===== config.mk =====
export PLATFORM = sky130hd
export DESIGN_NAME = restoring_divider
export DESIGN_NICKNAME = d
export VERILOG_FILES = /design/src/rtl/restoring_divider_pkg.sv /design/src/rtl/restoring_divider_div_step.sv /design/src/rtl/restoring_divider.sv
export SDC_FILE = /design/constraint.sdc
export NUM_CORES = 1
export LEC_CHECK = 0
export CORE_ASPECT_RATIO = 0.75
export CORE_MARGIN = 4
export CORE_UTILIZATION = 25
export CTS_BUF_LIST = sky130_fd_sc_hd__clkbuf_8
export DETAILED_ROUTE_END_ITERATION = 10
export GPL_TIMING_DRIVEN = 1
export HOLD_SLACK_MARGIN = 0.03
export PLACE_DENSITY = 0.42
export REMOVE_ABC_BUFFERS = 1
export SLEW_MARGIN = 10
export SYNTH_ARGS = -nofsm -noshare
export SYNTH_HDL_FRONTEND = slang
export SYNTH_SLANG_ARGS = --single-unit

===== constraint.sdc =====
create_clock -name clk -period 5.4 [get_ports clk]
set_input_delay 0.81 -clock clk [delete_from_list [all_inputs] [get_ports clk]]
set_output_delay 0.81 -clock clk [all_outputs]
set_load 0.01 [all_outputs]

===== src/rtl/restoring_divider_pkg.sv =====
// Shared types and default widths for the restoring divider.
package restoring_divider_pkg;

    localparam int DEF_DVD_W = 8;
    localparam int DEF_DVS_W = 4;

    typedef enum logic [1:0] {
        IDLE = 2'd0,
        CALC = 2'd1,
        DONE = 2'd2
    } state_t;

endpackage : restoring_divider_pkg


===== src/rtl/restoring_divider_div_step.sv =====
// One combinational restoring-division step: shift in a dividend bit, trial-subtract, restore on borrow.
module div_step #(
    parameter int DVS_W = 4
) (
    input  logic [DVS_W:0]   rem_i,
    input  logic             bit_i,
    input  logic [DVS_W-1:0] divisor_i,
    output logic [DVS_W:0]   rem_o,
    output logic             q_o
);

    logic [DVS_W+1:0] trial;
    logic [DVS_W:0]   diff;
    logic             ge;

    // The compare uses the full shifted width; the subtraction only needs DVS_W+1 bits
    // because a successful trial is always below twice the divisor.
    assign trial = {rem_i, bit_i};
    assign ge    = (trial >= {2'b00, divisor_i});
    assign diff  = trial[DVS_W:0] - {1'b0, divisor_i};
    assign rem_o = ge ? diff : trial[DVS_W:0];
    assign q_o   = ge;

endmodule : div_step


===== src/rtl/restoring_divider.sv =====
// Sequential unsigned restoring divider: DVD_W+1 cycles from accept to done (1 cycle for a zero divisor).
// Accepts start only when ready (IDLE); starts arriving while busy are dropped. DIV_SELFCHECK_EN adds check_err.
module restoring_divider
    import restoring_divider_pkg::*;
#(
    parameter int DVD_W = DEF_DVD_W,
    parameter int DVS_W = DEF_DVS_W
) (
    input  logic             clk,
    input  logic             rst_n,
    input  logic             start,
    input  logic [DVD_W-1:0] dividend,
    input  logic [DVS_W-1:0] divisor,
    output logic             ready,
    output logic             done,
    output logic [DVD_W-1:0] quotient,
    output logic [DVS_W-1:0] remainder,
`ifdef DIV_SELFCHECK_EN
    output logic             div_by_zero,
    output logic             check_err
`else
    output logic             div_by_zero
`endif
);

    localparam int CNT_W = $clog2(DVD_W + 1);
    localparam logic [CNT_W-1:0] LAST_STEP = CNT_W'(DVD_W - 1);

    state_t           state_q;
    logic [DVD_W-1:0] dvd_q;
    logic [DVS_W-1:0] dvs_q;
    logic [DVS_W:0]   prem_q;
    logic [CNT_W-1:0] cnt_q;
    logic             ready_q;
    logic             done_q;
    logic [DVD_W-1:0] quo_q;
    logic [DVS_W-1:0] rem_q;
    logic             dbz_q;

    logic [DVS_W:0]   step_rem_d;
    logic             step_q_d;
    logic [DVD_W-1:0] quo_d;

    div_step #(.DVS_W(DVS_W)) u_div_step (
        .rem_i     (prem_q),
        .bit_i     (dvd_q[DVD_W-1]),
        .divisor_i (dvs_q),
        .rem_o     (step_rem_d),
        .q_o       (step_q_d)
    );

    // The dividend register doubles as the quotient accumulator: bits leave at the top
    // and quotient bits enter at the bottom.
    assign quo_d = {dvd_q[DVD_W-2:0], step_q_d};

`ifdef DIV_SELFCHECK_EN
    logic [DVD_W-1:0]       dvd_orig_q;
    logic                   chk_q;
    logic [DVD_W+DVS_W-1:0] recon_d;
    logic                   chk_d;

    always_comb begin
        recon_d = (DVD_W+DVS_W)'(quo_d) * (DVD_W+DVS_W)'(dvs_q)
                + (DVD_W+DVS_W)'(step_rem_d[DVS_W-1:0]);
        chk_d   = (recon_d != (DVD_W+DVS_W)'(dvd_orig_q))
                || (step_rem_d[DVS_W-1:0] >= dvs_q);
    end

    assign check_err = chk_q;
`endif

    always_ff @(posedge clk) begin
        if (!rst_n) begin
            state_q <= IDLE;
            dvd_q   <= '0;
            dvs_q   <= '0;
            prem_q  <= '0;
            cnt_q   <= '0;
            ready_q <= 1'b1;
            done_q  <= 1'b0;
            quo_q   <= '0;
            rem_q   <= '0;
            dbz_q   <= 1'b0;
`ifdef DIV_SELFCHECK_EN
            dvd_orig_q <= '0;
            chk_q      <= 1'b0;
`endif
        end else begin
            case (state_q)
                IDLE: begin
                    done_q <= 1'b0;
                    if (start) begin
                        dvd_q   <= dividend;
                        dvs_q   <= divisor;
                        prem_q  <= '0;
                        cnt_q   <= '0;
                        ready_q <= 1'b0;
`ifdef DIV_SELFCHECK_EN
                        dvd_orig_q <= dividend;
`endif
                        if (divisor == '0) begin
                            state_q <= DONE;
                            done_q  <= 1'b1;
                            quo_q   <= '1;
                            rem_q   <= dividend[DVS_W-1:0];
                            dbz_q   <= 1'b1;
`ifdef DIV_SELFCHECK_EN
                            chk_q   <= 1'b0;
`endif
                        end else begin
                            state_q <= CALC;
                        end
                    end
                end
                CALC: begin
                    prem_q <= step_rem_d;
                    dvd_q  <= quo_d;
                    cnt_q  <= cnt_q + CNT_W'(1);
                    if (cnt_q == LAST_STEP) begin
                        state_q <= DONE;
                        done_q  <= 1'b1;
                        quo_q   <= quo_d;
                        rem_q   <= step_rem_d[DVS_W-1:0];
                        dbz_q   <= 1'b0;
`ifdef DIV_SELFCHECK_EN
                        chk_q   <= chk_d;
`endif
                    end
                end
                DONE: begin
                    state_q <= IDLE;
                    done_q  <= 1'b0;
                    ready_q <= 1'b1;
                end
                default: begin
                    state_q <= IDLE;
                    done_q  <= 1'b0;
                    ready_q <= 1'b1;
                end
            endcase
        end
    end

    assign ready       = ready_q;
    assign done        = done_q;
    assign quotient    = quo_q;
    assign remainder   = rem_q;
    assign div_by_zero = dbz_q;

endmodule : restoring_divider


==> metrics.md <==
| Metric | Value |
|---|---|
| Cell Pwr Density | 273 nW/µm² |
| Post-synthesis compound-gate area fraction | 0.202 |
| Nets@finish | 251 |
| Hold crit path type | flip-flop to flip-flop |
| RSZ-0062 raised after global routing | false |
| Resized Gates After CTS | 0 |
| Global router's overall resource usage | 0.108 |
| Die span in y | 83.2 µm |
| VDD IR max | 90.7 µV |
| Max Fclk | 407 MHz |
| Crit end category | flip-flop |
| GRT Residual Overflow | 0 |
| Worst-Skew Late Latency | 280 ps |
| Crit Path Class | flip-flop to flip-flop |
| Final WL | 4560 µm |
| Mapped Cells | 206 |
| WP data required | 5620 ps |
| Max-capacitance violation count | 0 |
| R2R Path Start | dvd_q[7]$_SDFFE_PN0P_ |
| Antenna Nets Post-Route | 0 |
| P&R area growth vs syn | 23.8% |
| Dominant synthesized flop cell | dfxtp_1 |
| Outcome | complete, no violations |
| Die area | 9010 µm² |
| Synth Area in Adders | 0.0438 |
| Crit-path max FO | 7 |
| Largest net degree at the start of global routing | 40 |
| Filler cell count | 804 |
| Hold Violations, Final | 0 |
| H-tree depth | 2 |
| Number of synthesized flops with an enable pin | 0 |
| Chip width | 108 µm |
| Synth top area share | 0.403 |
| CTS tree | yes |
| I/O pin cnt | 30 |
| Via count | 1,488 |
| Antenna violations before repair | 0 |
| Final period utilization | 0.455 |
| Register-to-register setup slack | 2940 ps |
| Cell taking the most area after synthesis | dfxtp_1 |
| Max Transition Viols Final | 0 |
| Drt initial violations | 40 |
| Drt first pass iters | 4 |
| Largest family of logic cells by synthesized area | simple AND/OR/NAND/NOR gates |
| Yosys reg bits | 38 |
| Worst-margin pin slew | 989 ps |
| Post-Synth XOR/XNOR Area | 0.0139 |
| DRC viols | 0 |
| Simple-gate share of the synthesized area | 0.259 |
| Number of global-route vias before repair | 1,501 |
| Hold path endpoint | done$_SDFFE_PN0P_ |
| Vias/cell | 4.48 |
| CP startpoint kind | flip-flop |
| Final Skew | 5.69 ps |
| Root Driver | clkbuf_8 |
| Asr flop ratio synth | 0 |
| Top cells by area, synth | dfxtp_1 40%, nand2_1 5.4%, ha_1 3.3%, nor3b_2 3.3%, nor2_1 3.0% |
| Sequential area share after synthesis | 0.403 |
| Pleak | 0.885 nW |
| R2R depth | 9 |
| Initial core utilization | 0.257 |
| R2R Path End | remainder[2]$_SDFFE_PN0P_ |
| Ant diodes | 0 |
| Post-synthesis mux area share | 0.0265 |
| Hold Startpoint | done$_SDFFE_PN0P_ |
| WP data arrival | 2670 ps |
| Sink Count | 38 |
| CTS max path bufs | 2 |
| Rows | 27 |
| Rel. slew slack | 0.341 |
| Post-synthesis area per instance | 9.15 µm² |
| Core area | 7330 µm² |
| Fraction of layout cells with a size suffix above 1 | 0.0952 |
| Post-synth top cells | 38 x dfxtp_1, 27 x nand2_1, 15 x nor2_1 |
| First-pass GRT wire length | 7800 µm |
| Mapped Area | 1890 µm² |
| Count of final setup violators | 0 |
| GPL Wtd Cong | 0.722 |
| Netlist cell types | 45 |
| Setup Buffers After CTS | 0 |
| Post-CTS Hold Fix Bufs | 0 |
| Hold Path Cell Cnt | 2 |
| Clk slew on worst S/H paths | 80 ps |
| Final min period | 2460 ps |
| DR WL/cell | 13.7 µm |
| CTS buffer count | 5 |
| Hold slack | 484 ps |
| Final TNS setup | 0 ps |
| HPWL after DPL | 3180 µm |
| YS warnings | 0 |
| Buffers on Ports | 29 |
| Most frequent cell after synthesis | dfxtp_1 |
layer usage:
metal  vias to the layer above  track usage  routed length (µm)
met5                         -            0                   0
met4                         0       0.0206                  14
met3                         2       0.0342                 197
met2                        23        0.146                1820
met1                       688        0.165                2530
li1                        775            -                   -
sequential cells by signal, summed over array words and instances, names as in the netlist:
name,count
done,1
quotient,8
dvs_q,4
remainder,4
div_by_zero,1
dvd_q,8
prem_q,5
cnt_q,4
ready,1
state_q,2
worst max-delay path: stages, from the launching register on:
cell      delay, ps
dfxtp_1         340
inv_1           100
ha_1            170
inv_1            50
fa_1            400
a21o_1          210
a211oi_4        340
and2_1          420
a31oi_1         210
a31oi_1         160
placed cells by master, fill, tap and decap left out, drive strengths merged, types with 6 or more instances in the layout:
| master | n |
|---|---|
| a21oi | 6 |
| inv | 7 |
| dfxtp | 38 |
| nor2 | 15 |
| nor3 | 7 |
| nand2 | 27 |
| nor3b | 7 |
| clkdlybuf4s50 | 29 |
| a31oi | 7 |
| o21ai | 7 |
| nor2b | 6 |
| clkbuf | 6 |
| nand3 | 8 |
where the power goes:
| group | switching, W | leakage, nW | internal [W] | total [W] |
|---|---|---|---|---|
| logic | 0.0000712 | 0.522 | 0.0000558 | 0.000127 |
| clock network | 0.000101 | 0.0524 | 0.000101 | 0.000202 |
| registers | 0.0000127 | 0.310 | 0.000295 | 0.000308 |
kinds of logic (layout without fill, tap and decap cells):
logic type | Yosys count | after routing
xor gates and xnor gates | 3 | 3
and+or+nand+nor | 88 | 88
DFF | 38 | 38
AOI/OAI and AO/OA | 46 | 46
buffers and inverters | 20 | 45
muxes | 5 | 5
adders and majority gates | 6 | 6
per-stage QoR:
step                std cells  area (µm²)  setup WS, ps   util  power (W)
global placement          324        2240          2710  0.306   0.000443
finish                    332        2330          2940  0.318   0.000637
detailed placement        324        2240          2650  0.306   0.000443
global route              332        2330          2690  0.318   0.000679
floorplan                 192        1810          3220      -   0.000396
CTS                       332        2330          2890  0.318   0.000649
how the worst max path moves through the flow:
| stage | end | startpoint | slack (ps) |
|---|---|---|---|
| global route | prem_q[2]$_SDFFE_PN0P_ | dvd_q[7]$_SDFFE_PN0P_ | 2690 |
| global placement | remainder[1]$_SDFFE_PN0P_ | divisor[3] | 2710 |
| floorplan | quotient[0]$_SDFFE_PN0P_ | dvd_q[7]$_SDFFE_PN0P_ | 3220 |
| CTS | prem_q[2]$_SDFFE_PN0P_ | dvd_q[7]$_SDFFE_PN0P_ | 2890 |
| detailed placement | remainder[1]$_SDFFE_PN0P_ | divisor[3] | 2650 |
| finish | remainder[2]$_SDFFE_PN0P_ | dvd_q[7]$_SDFFE_PN0P_ | 2940 |
final cells by class:
cell class | instances | area [µm²] | share of cell area
Timing Repair Buffer | 31 | 305 | 0.131
Tap cell | 101 | 126 | 0.0541
Clock buffer | 6 | 82.6 | 0.0354
Clock inverter | 2 | 8.76 | 0.00375
Sequential cell | 38 | 761 | 0.326
Inverter | 6 | 22.5 | 0.00965
Multi-Input combinational cell | 148 | 1030 | 0.441
Power figures use the tool's default switching activity.
